===== src/rtl/sram_like_arbiter.sv =====
// sram_like_arbiter
//   Shares one sram-like memory port between the instruction-fetch master
//   (inst_*) and the data-access master (data_*). Only one transaction is in
//   flight at a time. The owner stays locked from its request until the slave
//   returns data_ok.
//
//   state | meaning
//   ------+-------------------------------------------------------------
//   IDLE  | no transaction; the winner is issued combinationally this cycle
//   ADDR  | request issued for owner, waiting for mem_addr_ok
//   DATA  | address accepted, waiting for mem_data_ok
//
// Parameters
//   ROUND_ROBIN  0: data master wins a tie; 1: the master not served last wins
//
// Ports
//   clk, rst                    clock, synchronous active-high reset
//   inst_req/wr/size/addr/wdata instruction master request fields
//   inst_rdata/addr_ok/data_ok  instruction master responses
//   data_req/wr/size/addr/wdata data master request fields
//   data_rdata/addr_ok/data_ok  data master responses
//   mem_req/wr/size/addr/wdata  shared slave port request fields
//   mem_rdata/addr_ok/data_ok   shared slave port responses
//   busy                        high while a transaction is in progress
module sram_like_arbiter #(
  parameter int ROUND_ROBIN = 0
) (
  input  logic        clk,
  input  logic        rst,

  input  logic        inst_req,
  input  logic        inst_wr,
  input  logic [1:0]  inst_size,
  input  logic [31:0] inst_addr,
  input  logic [31:0] inst_wdata,
  output logic [31:0] inst_rdata,
  output logic        inst_addr_ok,
  output logic        inst_data_ok,

  input  logic        data_req,
  input  logic        data_wr,
  input  logic [1:0]  data_size,
  input  logic [31:0] data_addr,
  input  logic [31:0] data_wdata,
  output logic [31:0] data_rdata,
  output logic        data_addr_ok,
  output logic        data_data_ok,

  output logic        mem_req,
  output logic        mem_wr,
  output logic [1:0]  mem_size,
  output logic [31:0] mem_addr,
  output logic [31:0] mem_wdata,
  input  logic [31:0] mem_rdata,
  input  logic        mem_addr_ok,
  input  logic        mem_data_ok,

  output logic        busy
);

  typedef enum logic [1:0] {
    IDLE = 2'd0,
    ADDR = 2'd1,
    DATA = 2'd2
  } state_t;

  state_t state, state_nx;
  logic   owner, owner_nx;           // 0 = inst, 1 = data
  logic   last_owner, last_owner_nx;
  logic   sel;                       // IDLE winner
  logic   src;                       // master currently steering mem_*
  logic   src_req;
  logic   accept;
  logic   done;

  always_comb begin
    sel = data_req;
    if (inst_req && data_req) begin
      if (ROUND_ROBIN != 0) sel = ~last_owner;
      else                  sel = 1'b1;
    end
  end

  // In IDLE the fresh winner drives the port (0-cycle issue); afterwards the
  // locked owner does, so a late requester can never be switched in.
  assign src     = (state == IDLE) ? sel : owner;
  assign src_req = src ? data_req : inst_req;

  assign mem_req   = ~rst & (state != DATA) & src_req;
  assign mem_wr    = src ? data_wr    : inst_wr;
  assign mem_size  = src ? data_size  : inst_size;
  assign mem_addr  = src ? data_addr  : inst_addr;
  assign mem_wdata = src ? data_wdata : inst_wdata;

  assign accept = mem_req & mem_addr_ok;
  assign done   = ~rst & (state == DATA) & mem_data_ok;

  assign inst_addr_ok = accept & ~src;
  assign data_addr_ok = accept &  src;
  assign inst_data_ok = done & ~owner;
  assign data_data_ok = done &  owner;
  assign inst_rdata   = mem_rdata;
  assign data_rdata   = mem_rdata;
  assign busy         = ~rst & (state != IDLE);

  always_comb begin
    state_nx      = state;
    owner_nx      = owner;
    last_owner_nx = last_owner;
    case (state)
      IDLE: begin
        if (src_req) begin
          owner_nx = sel;
          state_nx = mem_addr_ok ? DATA : ADDR;
        end
      end
      ADDR: begin
        // A master dropping req here leaves mem_req low and the FSM parked.
        if (accept) state_nx = DATA;
      end
      DATA: begin
        if (mem_data_ok) begin
          state_nx      = IDLE;
          last_owner_nx = owner;
        end
      end
      default: state_nx = IDLE;
    endcase
  end

  always_ff @(posedge clk) begin
    if (rst) begin
      state      <= IDLE;
      owner      <= 1'b0;
      last_owner <= 1'b1;
    end else begin
      state      <= state_nx;
      owner      <= owner_nx;
      last_owner <= last_owner_nx;
    end
  end

endmodule


===== config.mk =====
export PLATFORM = sky130hd
export DESIGN_NAME = sram_like_arbiter
export DESIGN_NICKNAME = d
export VERILOG_FILES = /design/src/rtl/sram_like_arbiter.sv
export SDC_FILE = /design/constraint.sdc
export NUM_CORES = 1
export LEC_CHECK = 0
export ABC_AREA = 1
export BUFFER_PORTS_ARGS = -buffer_cell sky130_fd_sc_hd__buf_2
export CORE_AREA = 2 2 121 123
export CTS_CLUSTER_DIAMETER = 120
export DETAILED_ROUTE_END_ITERATION = 16
export DIE_AREA = 0 0 123 125
export GPL_ROUTABILITY_DRIVEN = 0
export GPL_TIMING_DRIVEN = 0
export REMOVE_ABC_BUFFERS = 1
export SETUP_SLACK_MARGIN = 0.4
export SLEW_MARGIN = 20
export SYNTH_ARGS = -nofsm -noshare
export SYNTH_HDL_FRONTEND = slang
export SYNTH_SLANG_ARGS = --single-unit

===== constraint.sdc =====
create_clock -name clk -period 1.7 [get_ports clk]
set_input_delay 0.34 -clock clk [delete_from_list [all_inputs] [get_ports clk]]
set_output_delay 0.34 -clock clk [all_outputs]
set_load 0.01 [all_outputs]

== Word-level counts from Yosys, hierarchy flattened ==
Index checks and enable logic that the tools add are counted.
Operators by class
  eq/ne operators: 6
  bitwise operators: 13
  reduce and logical (&&, ||, !) cells: 5
  mux-type cells: 12
Operators with widths (count)
  $mux W32: 2
  $and A1 B1 Y1: 10
  $mux W2: 5
  $ne A2 B2 Y1 const B: 4
  $pmux W2 S3: 1
  $mux W1: 4
  $not A1 Y1: 3
  $reduce_and A3 Y1: 1
  $eq A2 B1 Y1 const B: 1
  $eq A2 B2 Y1 const B: 1
  $logic_not A2 Y1: 1
  $reduce_and A2 Y1: 1
  $reduce_bool A2 Y1: 1
  $logic_and A1 B1 Y1: 1
Storage, ports and cells
  input port bits: 172
  register bits: 3
  logic and storage cells: 38

== Depth between registers and ports, before layout ==
  depth in word-level cells: 8
  depth in mapped cells: 10
  gate-level depth less buffers: 10

== Worst setup path before layout ==
No wires, ideal clock.
  kind: register to output
  start: register state[0]
  end: output mem_wdata[10]
  data arrival time: 1148 ps
  stages on the path, launching flop included: 9
  path slack: 212 ps
  cell sequence: dfxtp_1 > nor2_4 > nand2_1 > o21ai_2 > inv_2 > buf_4 > buf_6 > nand2_1 > nand2_1
On the way
  word-level cells in the longest chain between the ends: 3
RTL lines
  start, declared: line 67  | state_t state, state_nx;
  start signal, assigned: line 137  | state <= state_nx;
  $logic_not A2 Y1: line 86  | assign src = (state == IDLE) ? sel : owner;
  $mux W1: line 86
  $mux W32: line 93  | assign mem_wdata = src ? data_wdata : inst_wdata;
  end, declared: line 53  | output logic [31:0] mem_wdata,
No other way between the ends.

== Worst setup path after layout ==
  start: register state[0]
  end: output mem_wdata[24]
Same word-level chain as after synthesis.

==> run summary <==
========================================================================================================
Synthesized instance count                                                                           323
Number of hold buffers added after cts                                                                 0
Register area share after synthesis                                                               0.0382
Total buffers and inverters traversed by the critical path                                             4
Post-layout minimum cycle time                                                                   1.96 ns
Internal power of the cells                                                                      1.81 mW
Post-synthesis sequential element count                                                                3
ANT cells                                                                                              0
Maximum achievable frequency                                                                     510 MHz
Synthesized area                                                                            0.00157 mm^2
Overflow after GRT                                                                                     0
Number of warnings issued by yosys                                                                     0
Failing checks                                                                              setup timing
Number of buffer cells added on primary ports                                                        212
CTS Sinks                                                                                              3
1st-pass router iterations                                                                             4
Proportion of power drawn by the clock network                                                     0.109
CP max stage delay                                                                               0.34 ns
Total via count in the routed design                                                                2612
Maximum number of pins on one net before global-route repair                                          35
Data required time of the critical path                                                          1.36 ns
Run status                                                                                  finished, violations left
Post-Syn Area per Cell                                                                         4.86 um^2
Worst path arrival time                                                                          1.62 ns
Final routed wirelength across all metal layers                                                  12.1 mm
Maximum root-to-sink buffer count                                                                      2
CP max stage cell                                                                           sky130_fd_sc_hd__dfxtp_4
Capturing element type of the critical path                                                 primary output
Final Cycle Share                                                                                   1.15
Worst-path cell chain                                                                       nor2_4 > nand2_4 > o21ai_4 > buf_12 > buf_16 > buf_8 > nand2_2 > nand2_1 > buf_2
Half-perimeter wire length after placement                                                       7.61 mm
Unrepaired setup endpoints after global routing                                                      yes
Switching portion of total power                                                                   0.481
TritonCTS clock tree                                                                                done
Total power                                                                                      3.49 mW
Worst ir drop on vdd                                                                            0.771 mV
Worst clock skew on the final layout                                                          0.00174 ns
Fill cell instance count of the final layout                                                        1586
Pre-CTS WS                                                                                     -0.643 ns
Logic pwr share                                                                                    0.860
Clk_lat worst skew                                                                               0.23 ns
Final ANT Viol Nets                                                                                    0
Family of cells with the greatest summed delay on the critical path                         buffers and inverters
Leakage power                                                                                    2.06 nW
Std cell rows                                                                                         44
Total count of max-transition violations in the final report                                           0
Die outline height                                                                                125 um
Clk Tree Root Cell                                                                          sky130_fd_sc_hd__clkbuf_16
Post-CTS clock slew at the launch and capture registers of the worst setup and hold paths        0.03 ns
Starting density of the core                                                                       0.111
Power density cells                                                                         1030 mW/mm^2
Total cell area at the placement stage                                                      0.00236 mm^2
Area delta synth->final                                                                             115%
Total net switching power                                                                        1.68 mW
Via-per-instance ratio                                                                              3.82
Worst slew margin                                                                                  0.850
Path category of the worst min-delay check                                                  input port to flip-flop
Type of element launching the critical path                                                    flip-flop
Max FO, Critical Path                                                                                  6
Classification of the worst setup path                                                      flip-flop to primary output
Final number of hold-violating endpoints                                                               0
Total negative slack for setup checks                                                          -15.33 ns
Final count of negative-setup-slack endpoints                                                         70
Total number of H-tree levels                                                                          1
Layout cell share with drive strength beyond 1                                                     0.620
Global-route total usage across every layer                                                        0.123
Iter 0 DRT Violations                                                                                125
Via count of the first global-routing pass                                                          2159
Sequential share of power                                                                          0.030
Antenna violations before repair                                                                       0
Max-cap check violation count                                                                          0
Width of the die                                                                                  123 um
Measured slew at the worst slew-check pin                                                       0.224 ns
Detailed-route DRC error count                                                                         0
Number of distinct library cells after synthesis                                                      17
CTS Buf Count                                                                                          3
Layout Cell Area excl Fill                                                                  0.00338 mm^2
First-pass GRT wire length                                                                       13.7 mm
Area enclosed by the die boundary                                                            0.0154 mm^2
Routed wirelength normalized by instance count                                                   17.8 um
Final Worst Setup Slack                                                                        -0.261 ns
Num ports                                                                                            309
Final Net Count                                                                                      673
Floorplan core area                                                                          0.0142 mm^2
========================================================================================================
==> what timing repair did <==
| action | in CTS | in global routing |
|---|---|---|
| pin swaps | 4 | 18 |
| resized for setup | 30 | 101 |
| endpoints found under the setup margin | 76 | 76 |
| setup buffers | 9 | 12 |
| cloned | 5 | 11 |
==> Yosys cell counts (all sizes together) <==
cell / n / area share
nand3: 3 / 0.0096
or2: 1 / 0.0040
o21ai: 4 / 0.015
o22ai: 1 / 0.0040
nand3b: 1 / 0.0048
dfxtp: 3 / 0.038
o211ai: 1 / 0.0048
clkbuf: 1 / 0.0024
nand2: 210 / 0.50
buf: 77 / 0.36
nor2: 11 / 0.031
inv: 10 / 0.024
==> area by class of cell <==
type | instances | area (um^2) | share of cell area
clock buffers | 4 | 78.8 | 0.0233
inverters | 10 | 66.3 | 0.0196
multi-input cells | 232 | 1130 | 0.334
flip-flops and latches | 3 | 67.6 | 0.0200
well taps | 184 | 230 | 0.0681
repair buffers | 242 | 1650 | 0.488
repair inverters | 9 | 156 | 0.0463
==> state kept, by name (all words and copies together), names as in the netlist <==
signal,cells
owner,1
state,2
==> power groups by stage <==
stage / clock network (mW) / logic (mW) / registers [mW]
5_1_grt: 0.392 / 3.27 / 0.107
4_1_cts: 0.385 / 2.20 / 0.103
3_5_place_dp: 0 / 1.70 / 0.103
2_1_floorplan: 0 / 0.868 / 0.0980
3_3_place_gp: 0 / 1.65 / 0.100
6_report: 0.381 / 3.00 / 0.106
==> stage by stage <==
step,instances,hold slack [ns],util
after detailed placement,643,0.663,0.166
final,684,0.420,0.238
after floorplan,245,0.514,-
after global placement,641,0.623,0.161
after global routing,684,0.458,0.238
after CTS,661,0.426,0.192
==> cell usage in the layout, fill, tap and decap left out, drive strengths merged <==
| cell type | n |
|---|---|
| bufbuf | 1 |
| nand2 | 210 |
| clkinv | 3 |
| nand3b | 1 |
| buf | 237 |
| clkbuf | 8 |
| o21ai | 4 |
| o22ai | 1 |
| dfxtp | 3 |
| o211ai | 1 |
| or2 | 1 |
| nor2 | 11 |
| nand3 | 3 |
| inv | 16 |
==> routing by layer <==
layer / up-vias / routed length [um] / global-route usage
met3: 8 / 1860 / 0.0922
met1: 1129 / 4980 / 0.155
met4: 2 / 52 / 0.0147
met2: 211 / 5200 / 0.168
li1: 1262 / - / -
met5: - / 54 / 0.0428
==> worst min-delay path: cells and delay by family <==
| family | cells | cell delay [ns] |
|---|---|---|
| AND/OR/NAND/NOR | 1 | 0.05 |
| AO/OA/AOI/OAI | 1 | 0.05 |
| buffers and inverters | 2 | 0.15 |
==> cells by family after synthesis <==
| family | Yosys count | synth area share |
|---|---|---|
| buffers and inverters | 88 | 0.386 |
| AO/OA/AOI/OAI | 6 | 0.0239 |
| flip-flops | 3 | 0.0382 |
| AND/OR/NAND/NOR | 226 | 0.551 |
==> final timing paths <==
kind             from            end  slack, ns  cells after the start
max          state[0]  mem_wdata[24]      -0.26                      9
min          inst_req          owner       0.42                      4
max reg2reg  state[0]          owner       0.10                     13
min reg2reg     owner          owner       0.66                      4
No activity file was read; power rests on OpenSTA's default activity.
